**src/rtl/muldiv_unit.sv**
```systemverilog
// Multiply/divide unit with architectural HI/LO: fixed-latency multiply,
// iterative restoring divide, and MTHI/MTLO moves.
module muldiv_unit #(
    parameter int WIDTH      = 32,
    parameter int MUL_CYCLES = 2
) (
    input  logic               clk,
    input  logic               resetn,
    input  logic               start,
    input  logic [2:0]         op,
    input  logic [WIDTH-1:0]   srca,
    input  logic [WIDTH-1:0]   srcb,
    input  logic               cancel,
    output logic               busy,
    output logic               done,
    output logic [2*WIDTH-1:0] hilo,
    output logic               div_zero,
    output logic [1:0]         state_dbg
);
    // Handshake: a request is accepted on any edge where start=1, cancel=0 and
    // busy=0; busy then stays high until the done edge or an abort.
    localparam int CW = $clog2(WIDTH + 1);

    typedef enum logic [1:0] {
        IDLE = 2'd0,
        MUL  = 2'd1,
        DIV  = 2'd2
    } state_t;

    state_t             state;
    logic [CW-1:0]      cnt;
    logic               signed_op;
    logic [WIDTH-1:0]   opa;
    logic [WIDTH-1:0]   opb;
    logic [WIDTH-1:0]   quo;
    logic [WIDTH-1:0]   rem;
    logic [2*WIDTH-1:0] ext_a;
    logic [2*WIDTH-1:0] ext_b;
    logic [2*WIDTH-1:0] product;
    logic [WIDTH-1:0]   dvs;
    logic [WIDTH:0]     shifted;
    logic [WIDTH:0]     diff;
    logic [WIDTH-1:0]   quo_fix;
    logic [WIDTH-1:0]   rem_fix;
    logic               q_neg;
    logic               r_neg;
    logic               mul_last;
    logic               div_last;

    assign busy      = (state != IDLE);
    assign state_dbg = state;
    assign mul_last  = (cnt == CW'(MUL_CYCLES - 1));
    assign div_last  = (cnt == CW'(WIDTH));

    always_comb begin
        // Sign-extending to 2*WIDTH makes one unsigned multiply serve both forms.
        ext_a   = {{WIDTH{signed_op & opa[WIDTH-1]}}, opa};
        ext_b   = {{WIDTH{signed_op & opb[WIDTH-1]}}, opb};
        product = ext_a * ext_b;
        dvs     = (signed_op && opb[WIDTH-1]) ? -opb : opb;
        shifted = {rem, quo[WIDTH-1]};
        diff    = shifted - {1'b0, dvs};
        q_neg   = signed_op & (opa[WIDTH-1] ^ opb[WIDTH-1]);
        r_neg   = signed_op & opa[WIDTH-1];
        quo_fix = q_neg ? -quo : quo;
        rem_fix = r_neg ? -rem : rem;
    end

    always_ff @(posedge clk or negedge resetn) begin
        if (!resetn) begin
            state     <= IDLE;
            cnt       <= '0;
            signed_op <= 1'b0;
            opa       <= '0;
            opb       <= '0;
            quo       <= '0;
            rem       <= '0;
            hilo      <= '0;
            done      <= 1'b0;
            div_zero  <= 1'b0;
        end else begin
            done <= 1'b0;
            case (state)
                IDLE: begin
                    if (start && !cancel) begin
                        case (op)
                            3'b000, 3'b001: begin
                                opa       <= srca;
                                opb       <= srcb;
                                signed_op <= ~op[0];
                                cnt       <= '0;
                                state     <= MUL;
                            end
                            3'b010, 3'b011: begin
                                opa       <= srca;
                                opb       <= srcb;
                                signed_op <= ~op[0];
                                cnt       <= '0;
                                rem       <= '0;
                                quo       <= (!op[0] && srca[WIDTH-1]) ? -srca : srca;
                                state     <= DIV;
                            end
                            3'b100:  hilo[2*WIDTH-1:WIDTH] <= srca;
                            3'b101:  hilo[WIDTH-1:0]       <= srca;
                            default: ;
                        endcase
                    end
                end
                MUL: begin
                    if (mul_last) begin
                        hilo  <= product;
                        done  <= 1'b1;
                        state <= IDLE;
                    end else if (cancel) begin
                        state <= IDLE;
                    end else begin
                        cnt <= cnt + 1'b1;
                    end
                end
                DIV: begin
                    // Completion takes priority over a same-cycle cancel.
                    if (div_last) begin
                        if (opb == '0) begin
                            hilo     <= {opa, {WIDTH{1'b1}}};
                            div_zero <= 1'b1;
                        end else begin
                            hilo     <= {rem_fix, quo_fix};
                            div_zero <= 1'b0;
                        end
                        done  <= 1'b1;
                        state <= IDLE;
                    end else if (cancel) begin
                        state <= IDLE;
                    end else begin
                        rem <= diff[WIDTH] ? shifted[WIDTH-1:0] : diff[WIDTH-1:0];
                        quo <= {quo[WIDTH-2:0], ~diff[WIDTH]};
                        cnt <= cnt + 1'b1;
                    end
                end
                default: state <= IDLE;
            endcase
        end
    end
endmodule

```
**config.mk**
```make
export PLATFORM = sky130hd
export DESIGN_NAME = muldiv_unit
export DESIGN_NICKNAME = d
export VERILOG_FILES = /design/src/rtl/muldiv_unit.sv
export SDC_FILE = /design/constraint.sdc
export NUM_CORES = 2
export LEC_CHECK = 0
export BUFFER_PORTS_ARGS = -buffer_cell sky130_fd_sc_hd__buf_2
export CORE_MARGIN = 2
export CORE_UTILIZATION = 40
export DETAILED_ROUTE_END_ITERATION = 10
export GPL_TIMING_DRIVEN = 0
export PLACE_DENSITY = 0.56
export SETUP_SLACK_MARGIN = 0.5
export SLEW_MARGIN = 15
export SYNTH_ARGS = -nofsm -noshare
export SYNTH_HDL_FRONTEND = slang
export SYNTH_SLANG_ARGS = --single-unit
```
**constraint.sdc**
```tcl
create_clock -name clk -period 10.05 [get_ports clk]
set_clock_uncertainty 0.05 [all_clocks]
set_input_delay 1.5075 -clock clk [delete_from_list [all_inputs] [get_ports clk]]
set_output_delay 1.5075 -clock clk [all_outputs]
set_load 0.005 [all_outputs]
```
After elaboration in Yosys (flattened, before gate mapping)

Cells that the tools add are included.

Multiply operators: 1
Equal/unequal tests: 20
Add/subtract/negate cells: 6
Muxes and demuxes: 38
Reduce and logical (&&, ||, !) cells: 21
Bitwise gates (word level): 6

Operators by type and width:

| kind                                                  | number |
|---|---|
| 2-to-1 mux 32 bit                                     | 15 |
| 2-to-1 mux 64 bit                                     | 4 |
| one-hot mux 64 bit (3 select lines)                   | 1 |
| negation 32 bit                                       | 4 |
| one-hot mux 32 bit (2 select lines)                   | 2 |
| multiplier 33 x 33 -> 64 bit                          | 1 |
| subtractor 33 x 32 -> 33 bit                          | 1 |
| logical NOT 32 bit                                    | 1 |
| 2-to-1 mux 6 bit                                      | 5 |
| AND reduction 5 bit                                   | 4 |
| one-hot mux 6 bit (3 select lines)                    | 1 |
| inequality test 2 bit, second input constant          | 7 |
| 2-to-1 mux 2 bit                                      | 4 |
| adder 6 x 1 -> 6 bit, second input constant           | 1 |
| equality test 3 x 2 -> 1 bit, second input constant   | 2 |
| equality test 3 bit, second input constant            | 2 |
| equality test 6 x 1 -> 1 bit, second input constant   | 1 |
| equality test 6 bit, second input constant            | 1 |
| inequality test 2 x 1 -> 1 bit, second input constant | 3 |
| one-hot mux 2 bit (3 select lines)                    | 1 |
| one-hot mux 2 bit (2 select lines)                    | 1 |
| AND reduction 2 bit                                   | 2 |
| nonzero test 2 bit                                    | 2 |
| OR reduction 2 bit                                    | 2 |
| other kinds (16)                                      | 24 |

Output and inout bits: 69
Logic and storage cells: 103
Register bits: 203
Input bits: 71

Longest topological paths before layout

Word-level depth: 7
Gate-level depth with buffers: 31
Mapped depth without buffers: 28

Least setup slack after synthesis

OpenSTA, ideal clock, no wires.

Path type: flip-flop to flip-flop
From: reg opa[31]
To: reg hilo[62]
Buffers on the path: 2
Arrival time: 8.138 ns
Library setup time: 0.082 ns
Clock period less this slack: 8.270 ns
Path slack: 1.780 ns
Cell stages (with the launch flop): 30
Required time: 9.918 ns
Cell sequence: dfrtp_1 > and2_1 > clkbuf_1 > buf_1 > nand2_1 > inv_1 > fa_1 > inv_1 > fa_1 > inv_1 > fa_1 > fa_1 > inv_1 > fa_1 > inv_1 > fa_1 > inv_1 > fa_1 > fa_1 > inv_1 > ha_1 > nand2_1 > or4_1 > nand3_1 > o22ai_1 > o21bai_1 > o31ai_1 > and3_1 > o21ai_0 > a31oi_1

Word-level cells in the longest chain between the ends: 5
Elaborated cells between the ends (all ways): 7
Those cells by class: mul (1); mux (5); bitwise (1)

RTL lines:

| item                                                                                 | RTL line | RTL |
|---|---|---|
| from (decl)                                                                          | 33       | `logic [WIDTH-1:0] opa;` |
| from (signal assigned)                                                               | 88       | `opa <= srca;` |
| from (signal assigned)                                                               | 95       | `opa <= srca;` |
| parallel branches: the longest is 4 deep, another holds multiplier 33 x 33 -> 64 bit | --       |  |
| one-hot mux 64 bit (3 select lines) *                                                | 83       | `case (state)` |
| to (signal, indexed assignment)                                                      | 103      | `3'b100: hilo[2*WIDTH-1:WIDTH] <= srca;` |
| to (signal assigned)                                                                 | 124      | `hilo <= {opa, {WIDTH{1'b1}}};` |
| to (signal assigned)                                                                 | 127      | `hilo <= {rem_fix, quo_fix};` |
| to (decl)                                                                            | 16       | `output logic [2*WIDTH-1:0] hilo,` |

Mark *: on every way between the ends. The select of a mux whose other input is x is not followed.
A chain may end at the register's enable or synchronous reset.

Final worst setup path

From: reg opa[7]
To: reg hilo[44]

Word-level cells in the longest chain between the ends: 3

RTL lines:

| item                                | RTL line | RTL |
|---|---|---|
| multiplier 33 x 33 -> 64 bit        | 59       | `product = ext_a * ext_b;` |
| 2-to-1 mux 64 bit                   | 110      | `if (mul_last) begin` |
| one-hot mux 64 bit (3 select lines) | 83       |  |
| to (signal assigned)                | 111      | `hilo <= product;` |
| to (signal assigned)                | 124      |  |
| to (signal assigned)                | 127      |  |

No other way between the ends. The select of a mux whose other input is x is not followed.

==> impl_results.rst <==
.. list-table::
   :header-rows: 1

   * - Metric
     - Value
   * - Final wirelength
     - ~220000 µm
   * - Reg2reg start
     - opa[7]
   * - HPWL reported at the end of detailed placement
     - between 150000 and 200000 µm
   * - Share of the cycle needed by the critical path after routing
     - 93.9%
   * - Num CTS Buffers
     - 25
   * - Maximum fanout count along the critical path
     - 10
   * - Via count
     - about 45000
   * - Net Count, Synth
     - roughly 7500
   * - Most numerous cell in the Yosys netlist
     - sky130_fd_sc_hd__inv_1
   * - Io pins
     - 140
   * - Accumulated negative setup slack
     - 0 ps
   * - Register area
     - slightly above 5000 µm²
   * - Antenna-violating nets left
     - 0
   * - Proportion of netlist area held by the largest area contributor
     - approximately 43%
   * - Critical setup path kind
     - flop to flop
   * - Die outline width
     - 365 µm
   * - Clock root buffer master
     - sky130_fd_sc_hd__clkbuf_16
   * - Placeable core area
     - ~130000 µm²
   * - Top achievable clock speed
     - 106 MHz
   * - Fraction of synthesis flops using an asynchronous set or reset pin
     - 100%
   * - Share of synthesized area occupied by flip-flops and latches
     - under 10%
   * - Worst min path class
     - flop to flop
   * - Top cells by area, synth
     - sky130_fd_sc_hd__fa_1, sky130_fd_sc_hd__dfrtp_1, sky130_fd_sc_hd__inv_1
   * - Synthesized instance count
     - roughly 6000
   * - Endpoints failing hold
     - 0
   * - Via count of the first global-routing pass
     - 45800
   * - Filler Cell Count
     - roughly 13000
   * - Category of the worst setup path launch point
     - flop
   * - Kind of end point of the critical path
     - flop
   * - Synth area leader
     - sky130_fd_sc_hd__fa_1
   * - Number of flops mapped to enable cells by yosys
     - 0
   * - CTS Hold Buffers Added
     - 0
   * - Area Overhead vs Synth
     - 8.48%
   * - Source of the worst hold timing path
     - hilo[19]
   * - Die H
     - about 360 µm
   * - Layout cells sized above 1
     - roughly 7%
   * - Initial antenna violation count
     - 39
   * - Pin count of the biggest net entering global routing
     - 86
   * - Mapped Area
     - around 52000 µm²
   * - Headroom to the max-slew limit
     - between 20 and 25%
   * - Hold Crit Depth
     - 1
   * - Post-place instance area
     - 55100 µm²
   * - DRC violations left
     - 0
   * - Register-to-register setup slack
     - between 600 and 700 ps
   * - Most common flop cell mapped by yosys
     - sky130_fd_sc_hd__dfrtp_1
   * - GRT overflow
     - 0
   * - Initial drt markers
     - 4783
   * - Number of nets in the layout
     - 7659
   * - DR pass1 iterations
     - 6
   * - Capture point of the worst reg-to-reg path
     - hilo[44]
   * - Source-to-sink clock delay at the later pin of the worst-skew pair
     - 620 ps
   * - Maximum level of the CTS H-tree
     - 1
   * - Number of buffer cells added on primary ports
     - about 140
   * - Worst reg2reg path depth
     - 26
   * - Buffer levels on the longest clock path
     - 3
   * - Max Transition Viols Final
     - 0
   * - Routability Congestion
     - 1.03
   * - Num rows
     - between 100 and 150
   * - Global-route wire length before repair
     - around 320000 µm
   * - Worst setup startpoint
     - opa[7]
   * - # setup viols final
     - 0
   * - Final cell area excluding filler cells
     - between 50000 and 60000 µm²
   * - Min Tclk post-route
     - 9440 ps
   * - Critical Path AT
     - between 9000 and 10000 ps
   * - Total GRT Usage
     - ~34%
   * - Max-cap violations
     - 0
   * - Count of warnings emitted by yosys
     - 0
   * - Synth cell types
     - 86
   * - Starting density of the core
     - 40.3%
   * - Hold Crit Endpoint
     - hilo[19]
   * - Area taken by multi-input logic gates
     - a little over 40000 µm²
   * - Register bit count reported by yosys
     - 203
   * - Setup repair after global routing missed its margin
     - no
   * - Per-instance average area after synthesis
     - between 8 and 9 µm²
   * - Area enclosed by the die boundary
     - roughly 130000 µm²
   * - Slew at the pin closest to its max-slew limit
     - about 1200 ps
   * - Wire length per cell
     - about 28 µm
   * - Synth cell count leaders
     - sky130_fd_sc_hd__inv_1, sky130_fd_sc_hd__fa_1, sky130_fd_sc_hd__nand2_1
   * - Run status
     - finished, final reports clean
   * - Per-cell via count in the routed design
     - between 5 and 6
   * - Clock tree from TritonCTS
     - yes
   * - Required time of the critical path
     - around 10000 ps
   * - CTS sink cnt
     - 203
   * - Clock-pin slew on the worst setup and hold paths
     - approximately 70 ps
==> per-layer routing <==
layer	global-route usage [%]	vias to the layer above	part of all wire, %
met5	0	-	0.035
met4	17.3	10	6.2
met3	9.35	533	12
met2	50.8	2521	43
met1	45.4	23200	39
li1	-	18600	-
==> worst max-delay path, cell delays in order, from the launching register on <==
cell	delay (ps)
sky130_fd_sc_hd__dfrtp_1	320
sky130_fd_sc_hd__clkbuf_1	570
sky130_fd_sc_hd__clkbuf_1	740
sky130_fd_sc_hd__and2_1	260
sky130_fd_sc_hd__fa_1	460
sky130_fd_sc_hd__fa_1	530
sky130_fd_sc_hd__inv_1	50
sky130_fd_sc_hd__fa_1	480
sky130_fd_sc_hd__fa_1	420
sky130_fd_sc_hd__inv_1	110
sky130_fd_sc_hd__fa_1	440
sky130_fd_sc_hd__fa_1	530
sky130_fd_sc_hd__fa_1	500
sky130_fd_sc_hd__inv_1	50
sky130_fd_sc_hd__fa_1	520
sky130_fd_sc_hd__inv_1	60
sky130_fd_sc_hd__ha_1	400
sky130_fd_sc_hd__and2_1	240
sky130_fd_sc_hd__and4_1	230
sky130_fd_sc_hd__a221o_1	370
sky130_fd_sc_hd__a31o_2	300
sky130_fd_sc_hd__or2_2	310
sky130_fd_sc_hd__a31oi_1	380
sky130_fd_sc_hd__o21bai_1	190
sky130_fd_sc_hd__xor2_1	230
sky130_fd_sc_hd__a221oi_2	470
sky130_fd_sc_hd__a211oi_2	80
==> through the flow <==
step / hold WS [ps] / util, % / setup WS, ps / std cells
floorplan: 423 / - / 1780 / 6017
finish: 429 / 43.7 / 609 / 7986
CTS: 429 / 43.5 / 500 / 7955
global route: 448 / 43.6 / 490 / 7973
detailed placement: 415 / 42.6 / -1340 / 7900
global placement: 407 / 42.5 / -1480 / 7896
==> flip-flops by register name (all words and copies together) (netlist names) <==
register,flops
state_dbg,2
hilo,64
div_zero,1
opb,32
cnt,6
done,1
quo,32
opa,32
signed_op,1
rem,32
==> logic make-up (layout without fill, tap and decap cells) <==
| kind of cell | Yosys count | after routing | share of synthesized area, % |
|---|---|---|---|
| AND/OR/NAND/NOR | 1933 | 1933 | 16.9 |
| buffers and inverters | 1553 | 1761 | 11.3 |
| adder cells (fa/ha/maj) | 1382 | 1382 | 49.4 |
| AO/OA/AOI/OAI | 712 | 712 | 8.69 |
| XOR/XNOR | 216 | 216 | 3.63 |
| flip-flops | 203 | 203 | 9.75 |
| multiplexers | 18 | 18 | 0.358 |
| other | 0 | 19 | 0 |
==> worst max-delay path by stage <==
| stage | endpoint | slack (ps) | cells after the start |
|---|---|---|---|
| final | hilo[44] | 610 | 26 |
| after global routing | hilo[59] | 490 | 31 |
| after CTS | hilo[51] | 500 | 29 |
| after detailed placement | hilo[56] | -1340 | 30 |
| after global placement | hilo[56] | -1480 | 30 |
| after floorplan | hilo[62] | 1780 | 29 |
==> final cells by class <==
cell class / count / share of cell area [%]
Multi-Input combinational cell: 4261 / 72.9
Sequential cell: 203 / 8.99
Inverter: 1162 / 7.74
Tap cell: 1742 / 3.85
Buffer: 391 / 3.16
Timing Repair Buffer: 162 / 1.75
Clock buffer: 33 / 1.21
Clock inverter: 13 / 0.270
Antenna cell: 19 / 0.0841
==> placed cells by master, fill, tap and decap left out, drive strengths merged, types with 26 or more instances in the layout <==
| master | count |
|---|---|
| nand2 | 1112 |
| buf | 206 |
| and2 | 353 |
| xor2 | 99 |
| nor3 | 34 |
| o31ai | 62 |
| o21ai | 214 |
| inv | 1161 |
| clkbuf | 375 |
| fa | 1126 |
| dfrtp | 203 |
| nor2 | 205 |
| nand2b | 26 |
| and3 | 31 |
| a21o | 49 |
| a21oi | 182 |
| nand3 | 50 |
| ha | 256 |
| xnor2 | 117 |
==> what timing repair did <==
item                                    CTS  global route
gates resized for setup                 121           157
setup buffers                             9            12
pin swaps                                 3             3
endpoints found under the setup margin   34            23
hold endpoints to repair                  0             0
Power is not shown: default switching activity piles up to over one toggle a cycle in this logic, so the estimate is an artifact.
